==> config.mk <==
export PLATFORM = sky130hd
export DESIGN_NAME = seq_mult_unit
export DESIGN_NICKNAME = d
export VERILOG_FILES = /design/src/rtl/seq_mult_unit.sv
export SDC_FILE = /design/constraint.sdc
export NUM_CORES = 1
export LEC_CHECK = 0
export ABC_AREA = 1
export BUFFER_PORTS_ARGS = -buffer_cell sky130_fd_sc_hd__buf_2
export CAP_MARGIN = 10
export CORE_MARGIN = 8
export CORE_UTILIZATION = 60
export CTS_CLUSTER_DIAMETER = 120
export DETAILED_ROUTE_END_ITERATION = 6
export PLACE_DENSITY = 0.89
export SLEW_MARGIN = 20
export SYNTH_ARGS = -nofsm -noshare
export SYNTH_HDL_FRONTEND = slang
export SYNTH_SLANG_ARGS = --single-unit
==> constraint.sdc <==
create_clock -name clk -period 2.91 [get_ports clk]
set_clock_uncertainty 0.2 [all_clocks]
set_input_delay 0.7275 -clock clk [delete_from_list [all_inputs] [get_ports clk]]
set_output_delay 0.7275 -clock clk [all_outputs]
set_load 0.05 [all_outputs]
==> src/rtl/seq_mult_unit.sv <==
// ---------------------------------------------------------------------------
// seq_mult_unit
//
// Sequential shift-add multiplier. Each cycle in BUSY adds one partial product
// into a 2*WIDTH accumulator, so a product takes WIDTH cycles regardless of
// operand values. Operands enter over a valid/ready handshake and the product
// leaves over a second valid/ready handshake. Only one operation is in flight
// at a time.
//
// Build option:
//   SEQ_MULT_SIGNED_EN  defined   : op_signed selects two's-complement mode.
//                                   Magnitudes are multiplied and the product
//                                   is negated at the end when the signs
//                                   differ.
//                       undefined : op_signed is ignored. All operands are
//                                   unsigned and no sign logic is built.
//   The port list is the same in both builds.
//
// Parameters:
//   WIDTH  operand width in bits (2..32). The result is 2*WIDTH bits.
//   CNT_W  bit-counter width. It is derived from WIDTH; leave it at default.
//
// Ports:
//   clk        in   clock, rising edge
//   rst        in   synchronous active-high reset
//   in_valid   in   operands present
//   in_ready   out  block accepts operands (IDLE only)
//   op_a       in   multiplicand, WIDTH bits
//   op_b       in   multiplier, WIDTH bits
//   op_signed  in   two's-complement operands (signed build only)
//   out_valid  out  result valid (DONE)
//   out_ready  in   consumer takes the result
//   result     out  product, 2*WIDTH bits, held until the next completion
//   busy       out  high in BUSY or DONE
// ---------------------------------------------------------------------------
module seq_mult_unit #(
    parameter int WIDTH = 8,
    parameter int CNT_W = $clog2(WIDTH + 1)
) (
    input  logic               clk,
    input  logic               rst,
    input  logic               in_valid,
    output logic               in_ready,
    input  logic [WIDTH-1:0]   op_a,
    input  logic [WIDTH-1:0]   op_b,
    input  logic               op_signed,
    output logic               out_valid,
    input  logic               out_ready,
    output logic [2*WIDTH-1:0] result,
    output logic               busy
);

    typedef enum logic [1:0] {
        S_IDLE = 2'd0,
        S_BUSY = 2'd1,
        S_DONE = 2'd2
    } state_t;

    // Count value of the final partial-product cycle.
    localparam logic [CNT_W-1:0] LAST_CNT = CNT_W'(WIDTH - 1);

    state_t             state;
    logic [CNT_W-1:0]   count;
    logic [2*WIDTH-1:0] acc;       // running sum of partial products
    logic [2*WIDTH-1:0] mcand;     // multiplicand, shifted left once per cycle
    logic [WIDTH-1:0]   mplier;    // multiplier, shifted right once per cycle

    logic [WIDTH-1:0]   mag_a;     // operand magnitudes at the accept edge
    logic [WIDTH-1:0]   mag_b;
    logic [2*WIDTH-1:0] acc_next;  // accumulator after this cycle's add
    logic [2*WIDTH-1:0] prod_final;

    // -----------------------------------------------------------------------
    // Operand conditioning and final sign fix-up
    // -----------------------------------------------------------------------
`ifdef SEQ_MULT_SIGNED_EN
    logic neg_in;
    logic neg;     // product must be negated on completion

    // NOTE: every signal driven from always_comb gets a value on every path
    // (here a default first), otherwise synthesis infers a latch.
    always_comb begin
        mag_a  = op_a;
        mag_b  = op_b;
        neg_in = 1'b0;
        if (op_signed) begin
            // The most negative value maps onto itself (e.g. 8'h80 -> 128),
            // and that is the correct unsigned magnitude.
            if (op_a[WIDTH-1]) mag_a = -op_a;
            if (op_b[WIDTH-1]) mag_b = -op_b;
            neg_in = op_a[WIDTH-1] ^ op_b[WIDTH-1];
        end
    end

    // The sign flag is captured with the operands and is cleared by reset
    // like the rest of the datapath.
    always_ff @(posedge clk) begin
        if (rst) begin
            neg <= 1'b0;
        end else if (state == S_IDLE && in_valid) begin
            neg <= neg_in;
        end
    end

    always_comb begin
        prod_final = acc_next;
        if (neg) prod_final = -acc_next;
    end
`else
    // op_signed has no function in the unsigned build.
    logic unused_op_signed;
    assign unused_op_signed = op_signed;

    always_comb begin
        mag_a      = op_a;
        mag_b      = op_b;
        prod_final = acc_next;
    end
`endif

    // One partial product per cycle: add the shifted multiplicand when the
    // current multiplier bit is set.
    always_comb begin
        acc_next = acc;
        if (mplier[0]) acc_next = acc + mcand;
    end

    // -----------------------------------------------------------------------
    // Control FSM and datapath registers, all outputs registered
    // -----------------------------------------------------------------------
    // NOTE: sequential state is written with non-blocking assignments only,
    // so every register samples values from before the edge and the
    // statement order inside this block does not matter.
    always_ff @(posedge clk) begin
        if (rst) begin
            // NOTE: datapath registers are reset along with the control
            // state because result must read 0 after reset. The clear costs
            // little, since there is no memory array here.
            state     <= S_IDLE;
            count     <= '0;
            acc       <= '0;
            mcand     <= '0;
            mplier    <= '0;
            result    <= '0;
            in_ready  <= 1'b1;
            out_valid <= 1'b0;
            busy      <= 1'b0;
        end else begin
            case (state)
                S_IDLE: begin
                    // in_ready is high throughout IDLE, so in_valid alone
                    // completes the handshake here.
                    if (in_valid) begin
                        mcand    <= {{WIDTH{1'b0}}, mag_a};
                        mplier   <= mag_b;
                        acc      <= '0;
                        count    <= '0;
                        state    <= S_BUSY;
                        in_ready <= 1'b0;
                        busy     <= 1'b1;
                    end
                end

                S_BUSY: begin
                    acc    <= acc_next;
                    mcand  <= mcand << 1;
                    mplier <= mplier >> 1;
                    count  <= count + 1'b1;
                    // The last partial product goes straight into result, so
                    // out_valid rises exactly WIDTH edges after the accept.
                    if (count == LAST_CNT) begin
                        result    <= prod_final;
                        state     <= S_DONE;
                        out_valid <= 1'b1;
                    end
                end

                S_DONE: begin
                    // No new operand is taken on this edge. in_ready comes
                    // back only after the return to IDLE.
                    if (out_ready) begin
                        state     <= S_IDLE;
                        out_valid <= 1'b0;
                        busy      <= 1'b0;
                        in_ready  <= 1'b1;
                    end
                end

                default: begin
                    state     <= S_IDLE;
                    out_valid <= 1'b0;
                    busy      <= 1'b0;
                    in_ready  <= 1'b1;
                end
            endcase
        end
    end

endmodule

==> reports/metrics.yaml <==
outcome:
  status: "completed"
power:
  ir_drop_mv: 0.4064
  leakage_uw: 0.001974
  power_density_nw_per_um2: 475.8
route:
  dr.pass1.iters: 5
  post_drt_wl_per_cell_um: 12.61
  drt-initial-drc-count: 230
  via_count: 3439
  drc: 0
  vias_per_cell: 5.275
  ant_nets: 0
  totalWireLength_um: 8219
worst_setup_path:
  crit_buf_inv: 0
  path_depth: 10
  start_kind: "flip-flop"
  critical_path.most_common_cell: "nand2_1"
  worstPathCellList: "ha_1 > fa_1 > nand2_1 > nand2_1 > nand3_1 > nand2_1 > xnor2_1 > o21ai_0 > nand2_1 > a21oi_1"
  arrival_ps: 2300
  end_kind: "flip-flop"
  cp_data_required_time_ps: 2980
  crit_type: "reg2reg"
  slowest_delay_ps: 420
  cpLargestDelayFamily: "adder cells"
  rr_worst_depth: 10
  slowest_stage: "fa_1"
  crit_fanout: 3
cells_and_area:
  drive_gt1_share_pct: 12.65
  final_nets: 610
  nFillCells: 504
  area.sequential_um2: 1301
  antenna_cells: 0
  final_util_pct: 67.77
  fin_area_um2: 3965
  synthToLayoutAreaGrowth_pct: 10.57
  multi_input_area_um2: 1916
clock_tree:
  clock-root-buffer: "clkbuf_8"
  htree_levels: 3
  ctsHoldBuffers: 0
  clock_path_buffers: 2
  cts_tree: "done"
  cts_setup_buffers: 0
  clock_sinks: 65
  worstSkewPairLatency_ps: 340
  clkTransAtPathRegs_ps: 70
  cts_resized: 0
  cts_made_buffers: 9
synthesis:
  yosys_warnings: 0
  synth_edf_count: 0
  ys_ff_latch: 65
  async_flop_share_pct: 0
  avgSynthCellArea_um2: 6.616
  syn_inst: 542
  synth_cell_types: 30
  synth.net_count: 580
  syn_area_um2: 3586
  ys_seq_area_share_pct: 36.29
  synth_ff_type: "dfxtp_1"
place:
  portBuffers: 38
  gp_congestion: 0.9174
  hpwl_um: 6019
  dpl_cell_area_um2: 3777
  detailedPlace.worstSlack_ps: 596.0
global_routing:
  grt_max_degree: 53
  grt_first_pass_wirelength_um: 14020
  grt_remaining_overflow: 0
  antenna_found_initial: 0
  grt.total_usage_pct: 19.78
  grt_pass1_vias: 3360
sta:
  worst_slew_pin_slew_ps: 643.5
  layout_setup_ws_ps: 683.9
  hold_viol_final: 0
  clock.fmax_mhz: 449.2
  slew_headroom_pct: 57.04
  rsz0062_at_grt: "no"
  setup_viol: 0
  period_needed_ps: 2226
  finalCritPeriodShare_pct: 76.50
  setup_tns_ps: 0
  drv_slew: 0
floorplan:
  dieArea_um2: 8707
  rows: 28
  die_y_um: 93.31
  coreArea_um2: 5851
  start_util_pct: 61.29
  ios: 40
  die_w_um: 93.31
run:
  max-cap-violations: 0
worst_hold_path:
  hold_depth: 2
  min_path_type: "reg2reg"
-- cells by family after synthesis --
kind of cell             count (synthesis)  share of synthesized area (%)
flip-flops                              65                          36.29
AND/OR/NAND/NOR                        278                          32.38
XOR/XNOR                                 7                          1.710
buffers and inverters                   90                          10.29
AO/OA/AOI/OAI                           85                          13.19
adder cells (fa/ha/maj)                 17                          6.141
-- final timing paths --
kind,slack [ps],endpoint,startpoint
max reg2reg,680,acc[6]$_SDFFE_PP0P_,acc[0]$_SDFFE_PP0P_
min,260,in_ready$_SDFFE_PP1P_,in_ready$_SDFFE_PP1P_
min reg2reg,260,in_ready$_SDFFE_PP1P_,in_ready$_SDFFE_PP1P_
max,680,acc[6]$_SDFFE_PP0P_,acc[0]$_SDFFE_PP0P_
-- synthesized netlist by cell type (6+ instances only) --
library cell    n  area (um2)
clkbuf_1       10       37.54
a22oi_1         7       52.55
dfxtp_1        65        1301
xnor2_1         6       52.55
a21oi_1        46       230.2
a31oi_1         7       43.79
inv_1          63       236.5
nand2_1       192       720.7
o21ai_0        16       80.08
nor2_1         40       150.1
ha_1           16       200.2
nand3_1        28       140.1
or2_2           8       50.05
-- cell type report --
| cell class | count | share of cell area [%] |
|---|---|---|
| Timing Repair Buffer | 40 | 5.175 |
| Clock buffer | 11 | 3.313 |
| Multi-Input combinational cell | 387 | 48.31 |
| Clock inverter | 5 | 1.420 |
| Inverter | 69 | 6.595 |
| Sequential cell | 65 | 32.82 |
| Tap cell | 75 | 2.367 |
-- layer usage --
metal | share of wire [%] | wire (um) | global-route usage, %
met1 | 40 | 3316 | 19.75
met2 | 52 | 4269 | 36.78
met3 | 4.4 | 360 | 5.288
met4 | 3.3 | 273 | 9.799
met5 | 0 | 0 | 0
-- sequential cells by signal (all words and copies together), names as in the netlist --
name       cells
acc           16
mcand         16
result        16
mplier         8
count          4
state          2
busy           1
in_ready       1
out_valid      1
-- worst min-delay path: cells and delay by family, from the launching register on --
| family | cells | cell delay [ps] |
|---|---|---|
| DFF | 1 | 330 |
| AOI/OAI and AO/OA | 1 | 60 |
| and+or+nand+nor | 1 | 50 |
-- metrics by stage --
stage               instances  hold WS, ps  power, uW
floorplan                 542        239.2       1116
global placement          636        237.2       1153
detailed placement        636        246.6       1162
CTS                       652        263.3       1890
global route              652        279.1       1957
finish                    652        261.7       1887
-- report_power, final --
part / total [uW] / internal [uW] / switching [uW]
registers: 939 / 915 / 24.0
logic: 204 / 67.9 / 137
clock network: 743 / 395 / 349
-- placed cells by master, fill, tap and decap left out, drive strengths merged, types with 8 or more instances in the layout --
master,Yosys,layout
nand2,193,193
inv,69,69
dfxtp,65,65
a21oi,46,46
nor2,43,43
buf,11,40
nand3,28,28
o21ai,20,20
ha,16,16
clkbuf,10,11
or2,8,8
Note: power is estimated with default switching activity, not from simulation.
